--- src/rtl/load_store_unit_pkg.sv ---
// Shared definitions for the load/store unit: funct3 size codes, error causes,
// FSM states and the request legality check applied when a request is accepted.
package load_store_unit_pkg;

  localparam logic [2:0] F3_B  = 3'b000;
  localparam logic [2:0] F3_H  = 3'b001;
  localparam logic [2:0] F3_W  = 3'b010;
  localparam logic [2:0] F3_BU = 3'b100;
  localparam logic [2:0] F3_HU = 3'b101;

  typedef enum logic [1:0] {
    CAUSE_NONE     = 2'b00,
    CAUSE_MISALIGN = 2'b01,
    CAUSE_TIMEOUT  = 2'b10,
    CAUSE_ILLEGAL  = 2'b11
  } cause_e;

  typedef enum logic [1:0] {
    S_IDLE = 2'b00,
    S_REQ  = 2'b01,
    S_WAIT = 2'b10
  } state_e;

  // Illegal funct3 wins over misalignment; funct3[1:0] encodes the access size.
  function automatic cause_e check_request(input logic [2:0] funct3, input logic [1:0] off);
    if (funct3 == 3'b011 || funct3[2:1] == 2'b11) return CAUSE_ILLEGAL;
    if (funct3[1:0] == 2'b01 && off[0])           return CAUSE_MISALIGN;
    if (funct3[1:0] == 2'b10 && off != 2'b00)     return CAUSE_MISALIGN;
    return CAUSE_NONE;
  endfunction

endpackage

--- src/rtl/load_store_unit_if.sv ---
// Data-memory port of the load/store unit: req/gnt request phase plus rvalid
// read-return phase. The unit is the master, the memory is the slave.
interface load_store_unit_if #(
  parameter int WIDTH = 32
);
  logic             mem_req;
  logic             mem_gnt;
  logic             mem_we;
  logic [3:0]       mem_be;
  logic [WIDTH-1:0] mem_addr;
  logic [WIDTH-1:0] mem_wdata;
  logic             mem_rvalid;
  logic [WIDTH-1:0] mem_rdata;

  modport master (
    output mem_req, mem_we, mem_be, mem_addr, mem_wdata,
    input  mem_gnt, mem_rvalid, mem_rdata
  );

  modport slave (
    input  mem_req, mem_we, mem_be, mem_addr, mem_wdata,
    output mem_gnt, mem_rvalid, mem_rdata
  );
endinterface

--- src/rtl/load_store_unit_align.sv ---
// Combinational lane logic: extracts and extends the addressed byte/half of a
// load word, and builds byte enables plus lane-replicated data for a store.
module lsu_align
  import load_store_unit_pkg::*;
(
  input  logic [2:0]  i_funct3,
  input  logic [1:0]  i_off,
  input  logic [31:0] i_wdata,
  input  logic [31:0] i_rdata,
  output logic [3:0]  o_be,
  output logic [31:0] o_wdata,
  output logic [31:0] o_load
);

  logic [7:0]  w_byte;
  logic [15:0] w_half;

  assign w_byte = i_rdata[{i_off, 3'b000} +: 8];
  assign w_half = i_rdata[{i_off[1], 4'b0000} +: 16];

  // Load result: pick the addressed lane, then sign- or zero-extend.
  // NOTE: every output gets a default first so no path leaves it unassigned (no latch).
  always_comb begin
    o_load = i_rdata;
    case (i_funct3)
      F3_B:    o_load = {{24{w_byte[7]}}, w_byte};
      F3_BU:   o_load = {24'b0, w_byte};
      F3_H:    o_load = {{16{w_half[15]}}, w_half};
      F3_HU:   o_load = {16'b0, w_half};
      default: o_load = i_rdata;
    endcase
  end

  // Store lanes: byte enables follow the offset, data is replicated to every lane.
  always_comb begin
    o_be    = 4'hF;
    o_wdata = i_wdata;
    case (i_funct3[1:0])
      2'b00: begin
        o_be    = 4'b0001 << i_off;
        o_wdata = {4{i_wdata[7:0]}};
      end
      2'b01: begin
        o_be    = 4'b0011 << {i_off[1], 1'b0};
        o_wdata = {2{i_wdata[15:0]}};
      end
      default: begin
        o_be    = 4'hF;
        o_wdata = i_wdata;
      end
    endcase
  end

endmodule

--- src/rtl/load_store_unit.sv ---
// Memory-access stage engine: accepts one load/store from the pipeline, runs the
// req/gnt + rvalid handshake to data memory and reports completion with o_done.
// Byte enables are driven for loads as well (lanes being read); store data is
// driven only for stores.
module load_store_unit
  import load_store_unit_pkg::*;
#(
  parameter int WIDTH   = 32,
  parameter int TIMEOUT = 255
) (
  input  logic             i_clk,
  input  logic             i_rst,
  input  logic             i_req_valid,
  output logic             o_req_ready,
  input  logic             i_we,
  input  logic [2:0]       i_funct3,
  input  logic [WIDTH-1:0] i_addr,
  input  logic [WIDTH-1:0] i_wdata,
  output logic             o_done,
  output logic             o_err,
  output logic [1:0]       o_err_cause,
  output logic [WIDTH-1:0] o_load_data,
  load_store_unit_if.master mem
);

  localparam int               CNT_W    = $clog2(TIMEOUT + 1);
  localparam logic [CNT_W-1:0] CNT_LAST = CNT_W'(TIMEOUT - 1);

  state_e           r_state, w_state_next;
  logic             r_we;
  logic [2:0]       r_funct3;
  logic [WIDTH-1:0] r_addr, r_wdata, r_load_data;
  logic [CNT_W-1:0] r_cnt;
  logic             r_done, r_err;
  cause_e           r_cause;

  logic             w_accept, w_mem_req, w_finish, w_fin_err, w_load_cap, w_timeout;
  cause_e           w_fin_cause, w_req_cause;
  logic [3:0]       w_be;
  logic [WIDTH-1:0] w_wdata_rep, w_load_ext;

  assign w_req_cause = check_request(i_funct3, i_addr[1:0]);
  // Counter holds the number of REQ/WAIT cycles already spent before this one.
  assign w_timeout   = (r_cnt >= CNT_LAST);

  lsu_align u_align (
    .i_funct3 (r_funct3),
    .i_off    (r_addr[1:0]),
    .i_wdata  (r_wdata),
    .i_rdata  (mem.mem_rdata),
    .o_be     (w_be),
    .o_wdata  (w_wdata_rep),
    .o_load   (w_load_ext)
  );

  // State register.
  // NOTE: sequential state uses <= so every register samples pre-edge values.
  always_ff @(posedge i_clk or posedge i_rst) begin
    if (i_rst) r_state <= S_IDLE;
    else       r_state <= w_state_next;
  end

  // Next state, memory request and completion decode; gnt/rvalid beat the timeout.
  always_comb begin
    w_state_next = r_state;
    w_accept     = 1'b0;
    w_mem_req    = 1'b0;
    w_finish     = 1'b0;
    w_fin_err    = 1'b0;
    w_fin_cause  = CAUSE_NONE;
    w_load_cap   = 1'b0;
    case (r_state)
      S_IDLE: begin
        if (i_req_valid) begin
          w_accept = 1'b1;
          if (w_req_cause != CAUSE_NONE) begin
            w_finish    = 1'b1;
            w_fin_err   = 1'b1;
            w_fin_cause = w_req_cause;
          end else begin
            w_state_next = S_REQ;
          end
        end
      end
      S_REQ: begin
        w_mem_req = 1'b1;
        if (mem.mem_gnt) begin
          if (r_we) begin
            w_finish     = 1'b1;
            w_state_next = S_IDLE;
          end else begin
            w_state_next = S_WAIT;
          end
        end else if (w_timeout) begin
          w_finish     = 1'b1;
          w_fin_err    = 1'b1;
          w_fin_cause  = CAUSE_TIMEOUT;
          w_state_next = S_IDLE;
        end
      end
      S_WAIT: begin
        if (mem.mem_rvalid) begin
          w_load_cap   = 1'b1;
          w_finish     = 1'b1;
          w_state_next = S_IDLE;
        end else if (w_timeout) begin
          w_finish     = 1'b1;
          w_fin_err    = 1'b1;
          w_fin_cause  = CAUSE_TIMEOUT;
          w_state_next = S_IDLE;
        end
      end
      default: w_state_next = S_IDLE;
    endcase
  end

  // Capture request fields on accept so the memory sees them stable in REQ.
  always_ff @(posedge i_clk or posedge i_rst) begin
    if (i_rst) begin
      r_we     <= 1'b0;
      r_funct3 <= 3'b000;
      r_addr   <= '0;
      r_wdata  <= '0;
    end else if (w_accept) begin
      r_we     <= i_we;
      r_funct3 <= i_funct3;
      r_addr   <= i_addr;
      r_wdata  <= i_wdata;
    end
  end

  // Timeout counter: cleared on entering REQ, counts every REQ/WAIT cycle.
  always_ff @(posedge i_clk or posedge i_rst) begin
    if (i_rst)                  r_cnt <= '0;
    else if (w_accept)          r_cnt <= '0;
    else if (r_state != S_IDLE) r_cnt <= r_cnt + 1'b1;
  end

  // Completion pulse with its error status; load data held until the next load.
  always_ff @(posedge i_clk or posedge i_rst) begin
    if (i_rst) begin
      r_done      <= 1'b0;
      r_err       <= 1'b0;
      r_cause     <= CAUSE_NONE;
      r_load_data <= '0;
    end else begin
      r_done  <= w_finish;
      r_err   <= w_finish & w_fin_err;
      r_cause <= w_finish ? w_fin_cause : CAUSE_NONE;
      if (w_load_cap) r_load_data <= w_load_ext;
    end
  end

  assign o_req_ready   = (r_state == S_IDLE);
  assign o_done        = r_done;
  assign o_err         = r_err;
  assign o_err_cause   = r_cause;
  assign o_load_data   = r_load_data;

  assign mem.mem_req   = w_mem_req;
  assign mem.mem_we    = w_mem_req & r_we;
  assign mem.mem_be    = w_mem_req ? w_be : 4'b0000;
  assign mem.mem_addr  = w_mem_req ? {r_addr[WIDTH-1:2], 2'b00} : '0;
  assign mem.mem_wdata = (w_mem_req & r_we) ? w_wdata_rep : '0;

endmodule

--- src/flat_wrapper.sv ---
// flat-port wrapper written by rule: the top's interface ports become plain ports
module load_store_unit_flat import load_store_unit_pkg::*;
#(
  parameter int WIDTH   = 32,
  parameter int TIMEOUT = 255
)
  (i_clk, i_rst, i_req_valid, o_req_ready, i_we, i_funct3, i_addr, i_wdata, o_done, o_err, o_err_cause, o_load_data, mem_mem_req, mem_mem_we, mem_mem_be, mem_mem_addr, mem_mem_wdata, mem_mem_gnt, mem_mem_rvalid, mem_mem_rdata);
  load_store_unit_if #(.WIDTH(WIDTH)) mem_i ();
  input  logic i_clk;
  input  logic i_rst;
  input  logic i_req_valid;
  output logic o_req_ready;
  input  logic i_we;
  input  logic [2:0] i_funct3;
  input  logic [WIDTH-1:0] i_addr;
  input  logic [WIDTH-1:0] i_wdata;
  output logic o_done;
  output logic o_err;
  output logic [1:0] o_err_cause;
  output logic [WIDTH-1:0] o_load_data;
  output wire logic [$bits(mem_i.mem_req)-1:0] mem_mem_req;
  output wire logic [$bits(mem_i.mem_we)-1:0] mem_mem_we;
  output wire logic [$bits(mem_i.mem_be)-1:0] mem_mem_be;
  output wire logic [$bits(mem_i.mem_addr)-1:0] mem_mem_addr;
  output wire logic [$bits(mem_i.mem_wdata)-1:0] mem_mem_wdata;
  input wire logic [$bits(mem_i.mem_gnt)-1:0] mem_mem_gnt;
  input wire logic [$bits(mem_i.mem_rvalid)-1:0] mem_mem_rvalid;
  input wire logic [$bits(mem_i.mem_rdata)-1:0] mem_mem_rdata;
  assign mem_mem_req = mem_i.mem_req;
  assign mem_mem_we = mem_i.mem_we;
  assign mem_mem_be = mem_i.mem_be;
  assign mem_mem_addr = mem_i.mem_addr;
  assign mem_mem_wdata = mem_i.mem_wdata;
  assign mem_i.mem_gnt = mem_mem_gnt;
  assign mem_i.mem_rvalid = mem_mem_rvalid;
  assign mem_i.mem_rdata = mem_mem_rdata;
  load_store_unit #(.WIDTH(WIDTH), .TIMEOUT(TIMEOUT)) u_core (.i_clk(i_clk), .i_rst(i_rst), .i_req_valid(i_req_valid), .o_req_ready(o_req_ready), .i_we(i_we), .i_funct3(i_funct3), .i_addr(i_addr), .i_wdata(i_wdata), .o_done(o_done), .o_err(o_err), .o_err_cause(o_err_cause), .o_load_data(o_load_data), .mem(mem_i));
endmodule
--- config.mk ---
export PLATFORM = sky130hd
export DESIGN_NAME = load_store_unit_flat
export DESIGN_NICKNAME = d
export VERILOG_FILES = /design/src/rtl/load_store_unit_pkg.sv /design/src/rtl/load_store_unit_if.sv /design/src/rtl/load_store_unit_align.sv /design/src/rtl/load_store_unit.sv /design/src/flat_wrapper.sv
export SDC_FILE = /design/constraint.sdc
export NUM_CORES = 1
export LEC_CHECK = 0
export ABC_AREA = 1
export CAP_MARGIN = 10
export CORE_MARGIN = 2
export CORE_UTILIZATION = 49
export DETAILED_ROUTE_END_ITERATION = 8
export GPL_TIMING_DRIVEN = 1
export PLACE_DENSITY = 0.86
export SYNTH_ARGS = -nofsm -noshare
export SYNTH_HDL_FRONTEND = slang
export SYNTH_SLANG_ARGS = --single-unit
--- constraint.sdc ---
create_clock -name i_clk -period 7.6 [get_ports i_clk]
set_clock_uncertainty 0.1 [all_clocks]
set_input_delay 1.52 -clock i_clk [delete_from_list [all_inputs] [get_ports i_clk]]
set_output_delay 1.52 -clock i_clk [all_outputs]
set_load 0.01 [all_outputs]
# Yosys cells after proc, flatten, opt, wreduce, memory -nomap -nowiden
# Cells that the tools add are included.
op_classes:
  bitwise_logic: 2
  reduce_logical: 11
  mux: 49
  n_shift: 4
  n_lt_le_gt_ge: 1
  add_sub_neg: 1
  eq_ne: 12
ops:
  columns: ["op", "count"]
  rows:
  - ["$pmux 32 s4", 1]
  - ["$mux 32", 2]
  - ["$pmux 32 s2", 1]
  - ["$mux 2", 18]
  - ["$shiftx 32x6->16", 1]
  - ["$shiftx 32x6->8", 1]
  - ["$mux 1", 19]
  - ["$mux 8", 2]
  - ["$pmux 2 s3", 2]
  - ["$add 8x1->8 const B", 1]
  - ["$ge 8x8->1 const B", 1]
  - ["$pmux 4 s2", 1]
  - ["$reduce_bool 2->1", 4]
  - ["$eq 2x1->1 const B", 3]
  - ["$eq 2x2->1 const B", 3]
  - ["$eq 3x3->1 const B", 2]
  - ["$pmux 1 s3", 2]
  - ["$logic_not 2->1", 2]
  - ["$mux 4", 1]
  - ["$ne 2x2->1 const B", 2]
  - ["$shl 1x2->4 const A", 1]
  - ["$shl 2x2->4 const A", 1]
  - ["$eq 3x1->1 const B", 1]
  - ["$eq 3x2->1 const B", 1]
  - ["other kinds (5)", 7]
totals:
  input_bits: 105
  regBits: 114

# Depth between registers and ports, before layout
logic_depth:
  word_depth: 14
  mapped_depth: 10
  mapped_depth_nobuf: 9

# By module
# Synthesis repeated with hierarchy kept, for this count alone.
unflattened:
  cells_unflattened: 874
  area_unflattened_um2: 6165.9
modules_own_cells:
  columns: ["module", "n_inst", "cells_each", "area_per_inst_um2"]
  rows:
  - ["load_store_unit", 1, 640, 5056.1]
  - ["lsu_align", 1, 234, 1109.8]

# Worst setup path after synthesis
# Ideal clock, no wire load.
synth_timing:
  path_type: "register to output"
  from: "reg u_core.r_state[1]"
  to: "out mem_mem_wdata[22]"
  path_stages_with_launch: 7
  t_arrival_ns: 1.259
  path_slack_ns: 4.721
  cell_sequence: "dfrtp_1 inv_1 nand2_2 nor2_4 inv_2 buf_2 a21oi_1"
synth_via:
  elab_chain_len: 4
synth_rtl:
  columns: ["item", "line", "text"]
  rows:
  - ["start: declaration", "load_store_unit.sv:29", "state_e r_state, w_state_next;"]
  - ["start signal: assignment", "load_store_unit.sv:60", "else r_state <= w_state_next;"]
  - ["$eq 2x1->1", "load_store_unit.sv:72", "case (r_state)"]
  - ["$mux 1", "load_store_unit.sv:72", null]
  - ["$and 1x1->1", null, null]
  - ["named net mem_mem_we", "flat_wrapper.sv:22", "output wire logic [$bits(mem_i.mem_we)-1:0] mem_mem_we;"]
  - ["$mux 32", "load_store_unit.sv:164", "assign mem.mem_wdata = (w_mem_req & r_we) ? w_wdata_rep : '0;"]
  - ["end: declaration", "flat_wrapper.sv:25", "output wire logic [$bits(mem_i.mem_wdata)-1:0] mem_mem_wdata;"]
# The timed path passes the listed nets, and every way through them passes these cells.

# Worst setup path in the final report
layout_timing:
  from: "reg u_core.r_state[1]"
  to: "out mem_mem_wdata[31]"
layout_via:
  elab_chain_len: 4
layout_rtl:
  columns: ["item", "line"]
  rows:
  - ["$eq 2x1->1", "load_store_unit.sv:72"]
  - ["$mux 1", "load_store_unit.sv:72"]
  - ["$and 1x1->1", "load_store_unit.sv:164"]
  - ["$mux 32", "load_store_unit.sv:164"]
# Every way passes these cells.

==> impl_metrics.json <==
{
  "status": "finished clean",
  "critPathBufInv": 3,
  "wl_per_cell_um": 15.06,
  "p_leak_nw": 4.136,
  "period_needed_ps": 4360,
  "htreeDepth": 4,
  "syn_inst": 804,
  "required_ps": 5980,
  "dp_slack_ps": 3489,
  "placed_area_sq_mm": 0.007996,
  "fillers": 903,
  "slew_viol_final": 0,
  "ioPinCount": 212,
  "yosysWarnings": 0,
  "yosysSeqAreaShare": 0.4783,
  "power_density_mw_per_mm2": 405.1,
  "cts_buffers": 17,
  "drtPass1Iterations": 6,
  "grt_pass1_vias": 5686,
  "r2r_end": "u_core.r_cnt[5]$_DFFE_PP0P_",
  "grt_max_degree": 75,
  "cpLargestDelayFamily": "simple AND/OR/NAND/NOR gates",
  "totalWireLength_mm": 17.35,
  "nets": 1100,
  "tightest_slew_ps": 1000,
  "utilization": 0.7217,
  "synth_async_sr_flop_share": 1.000,
  "crit_cells": 6,
  "cts_buffer_depth": 2,
  "max_freq_mhz": 229.4,
  "worst-path-max-fanout": 34,
  "final_hold_viol_count": 0,
  "hold_path_class": "flop to flop",
  "reg2regPathDepth": 9,
  "path_class": "flop to output pin",
  "layout_common_cells": "246 x nand2_1, 209 x clkdlybuf4s50_1, 114 x dfrtp_1",
  "overflow": 0,
  "ir_worst_vdd_uv": 235.0,
  "cts.sinks": 114,
  "drive_gt1_frac": 0.05274,
  "post_cts_resized": 0,
  "final_common_cell": "nand2_1",
  "clkTransAtPathRegs_ps": 50,
  "hold_buffers": 0,
  "slew_headroom": 0.3326,
  "ys_ff_latch": 114,
  "std_cell_rows": 40,
  "area_delta_synth_final_pct": 44.72,
  "start_util": 0.4986,
  "synth.area.top_cells": "dfrtp_1 48%, nand2_1 15%, nor2_1 5.9%",
  "crit_chain": "inv_1, nand2_2, nor2_4, inv_2, nor3_1, clkdlybuf4s50_1",
  "synth_top_area_cell": "dfrtp_1",
  "synth_top_area_frac": 0.4783,
  "design.core.area_sq_mm": 0.01196,
  "port-buffer-count": 209,
  "cap_viol_max_count": 0,
  "worst_setup_path_start_kind": "flop",
  "dr.first_iter.drc_count": 583,
  "cp-end-kind": "output pin",
  "crit_start": "u_core.r_state[1]$_DFFE_PP0P_",
  "dieWidth_um": 114.3,
  "antenna_cells": 0,
  "synth.distinct_cells": 30,
  "r2r_start": "u_core.r_state[0]$_DFFE_PP0P_",
  "vias": 5971,
  "max_stage_delay_ps": 560,
  "syn_area_sq_mm": 0.005964,
  "arrival_ps": 2740,
  "slowest_stage": "clkdlybuf4s50_1",
  "holdPathStages": 2,
  "worstSetupEndpoint": "mem_mem_wdata[31]",
  "gp_congestion": 0.9038,
  "antenna_found_initial": 0,
  "ant_nets": 0,
  "routed_via_density": 5.183,
  "dieArea_sq_mm": 0.01307,
  "cts_tree": "yes",
  "final.setup.tns_ps": 0,
  "setup_viol": 0,
  "period_share": 0.5737,
  "drc": 0,
  "grt_pass1_wl_mm": 27.30,
  "fp.dieH_um": 114.3,
  "synth_edf_count": 0,
  "gr-usage-all-layers": 0.2688,
  "ys.flop_type": "dfrtp_1",
  "r2r_slack_ps": 4820,
  "synth.avg_cell_area_sq_um": 7.418,
  "rsz0062_at_grt": "false",
  "clk_latency_ps": 410,
  "worst_slack_ps": 3240,
  "design_area_sq_mm": 0.008632,
  "dp_hpwl_mm": 12.02,
  "clk_root_buffer_cell": "clkbuf_16",
  "post_cts_buffers": 0
}
per-layer routing:
layer	wire, um	track usage
met1	7186	0.3408
met4	449	0.1220
met3	1605	0.07888
met5	0	0
met2	8108	0.4278
stage by stage:
step,power [mW],hold slack [ps],cells
2_1_floorplan,1.974,342.2,805
3_3_place_gp,2.596,356.4,1121
3_5_place_dp,2.633,359.6,1121
4_1_cts,3.503,372.3,1152
5_1_grt,3.735,392.8,1152
6_report,3.497,374.8,1152
flip-flops by register name, summed over array words and instances (netlist names):
signal              flops
u_core.o_err            1
u_core.o_done           1
u_core.r_state          2
u_core.o_err_cause      2
u_core.r_addr          32
u_core.r_wdata         32
u_core.r_cnt            8
u_core.r_we             1
u_core.r_funct3         3
u_core.o_load_data     32
worst register-to-register path: cells and delay by family, from the launching register on:
kind,cells,cell delay [ps]
AOI/OAI and AO/OA,1,70
buffers and inverters,4,1210
DFF,1,420
and+or+nand+nor,4,870
power breakdown:
group	leakage, nW	internal (mW)	switching (mW)
combinational	2.42	0.693	0.879
clock	0.311	0.579	0.273
sequential	1.40	0.885	0.187
total	4.14	2.16	1.34
final cells by class:
type                            count  area [sq um]  area share
Sequential cell                   114          2853      0.3305
Clock inverter                     10         155.1     0.01797
Multi-Input combinational cell    551          2479      0.2871
Timing Repair Buffer              212          2115      0.2450
Inverter                           97         366.6     0.04247
Tap cell                          147         183.9     0.02131
Clock buffer                       21         480.5     0.05566
cells in the mapped netlist (9+ instances only):
library cell	n
or2_0	9
o21ai_1	12
o21ai_0	55
nand2_1	246
nand3_1	32
nor2_1	93
buf_2	13
clkbuf_1	9
a21oi_1	53
or2_1	11
inv_1	91
dfrtp_1	114
buf_6	10
worst min-delay path by stage:
stage	startpoint	slack, ps	end
after global routing	u_core.r_wdata[25]$_DFFE_PP0P_	390	u_core.r_wdata[25]$_DFFE_PP0P_
after detailed placement	u_core.r_wdata[25]$_DFFE_PP0P_	360	u_core.r_wdata[25]$_DFFE_PP0P_
final	u_core.r_wdata[25]$_DFFE_PP0P_	370	u_core.r_wdata[25]$_DFFE_PP0P_
after global placement	u_core.r_wdata[26]$_DFFE_PP0P_	360	u_core.r_wdata[26]$_DFFE_PP0P_
after floorplan	u_core.r_wdata[16]$_DFFE_PP0P_	340	u_core.r_wdata[16]$_DFFE_PP0P_
after CTS	u_core.r_wdata[25]$_DFFE_PP0P_	370	u_core.r_wdata[25]$_DFFE_PP0P_
kinds of logic after synthesis:
logic type	synth area share
AOI/OAI and AO/OA	0.1275
DFF	0.4783
other	0.0006287
buffers and inverters	0.1068
adders and majority gates	0.004195
and+or+nand+nor	0.2826
Power figures use the tool's default switching activity.
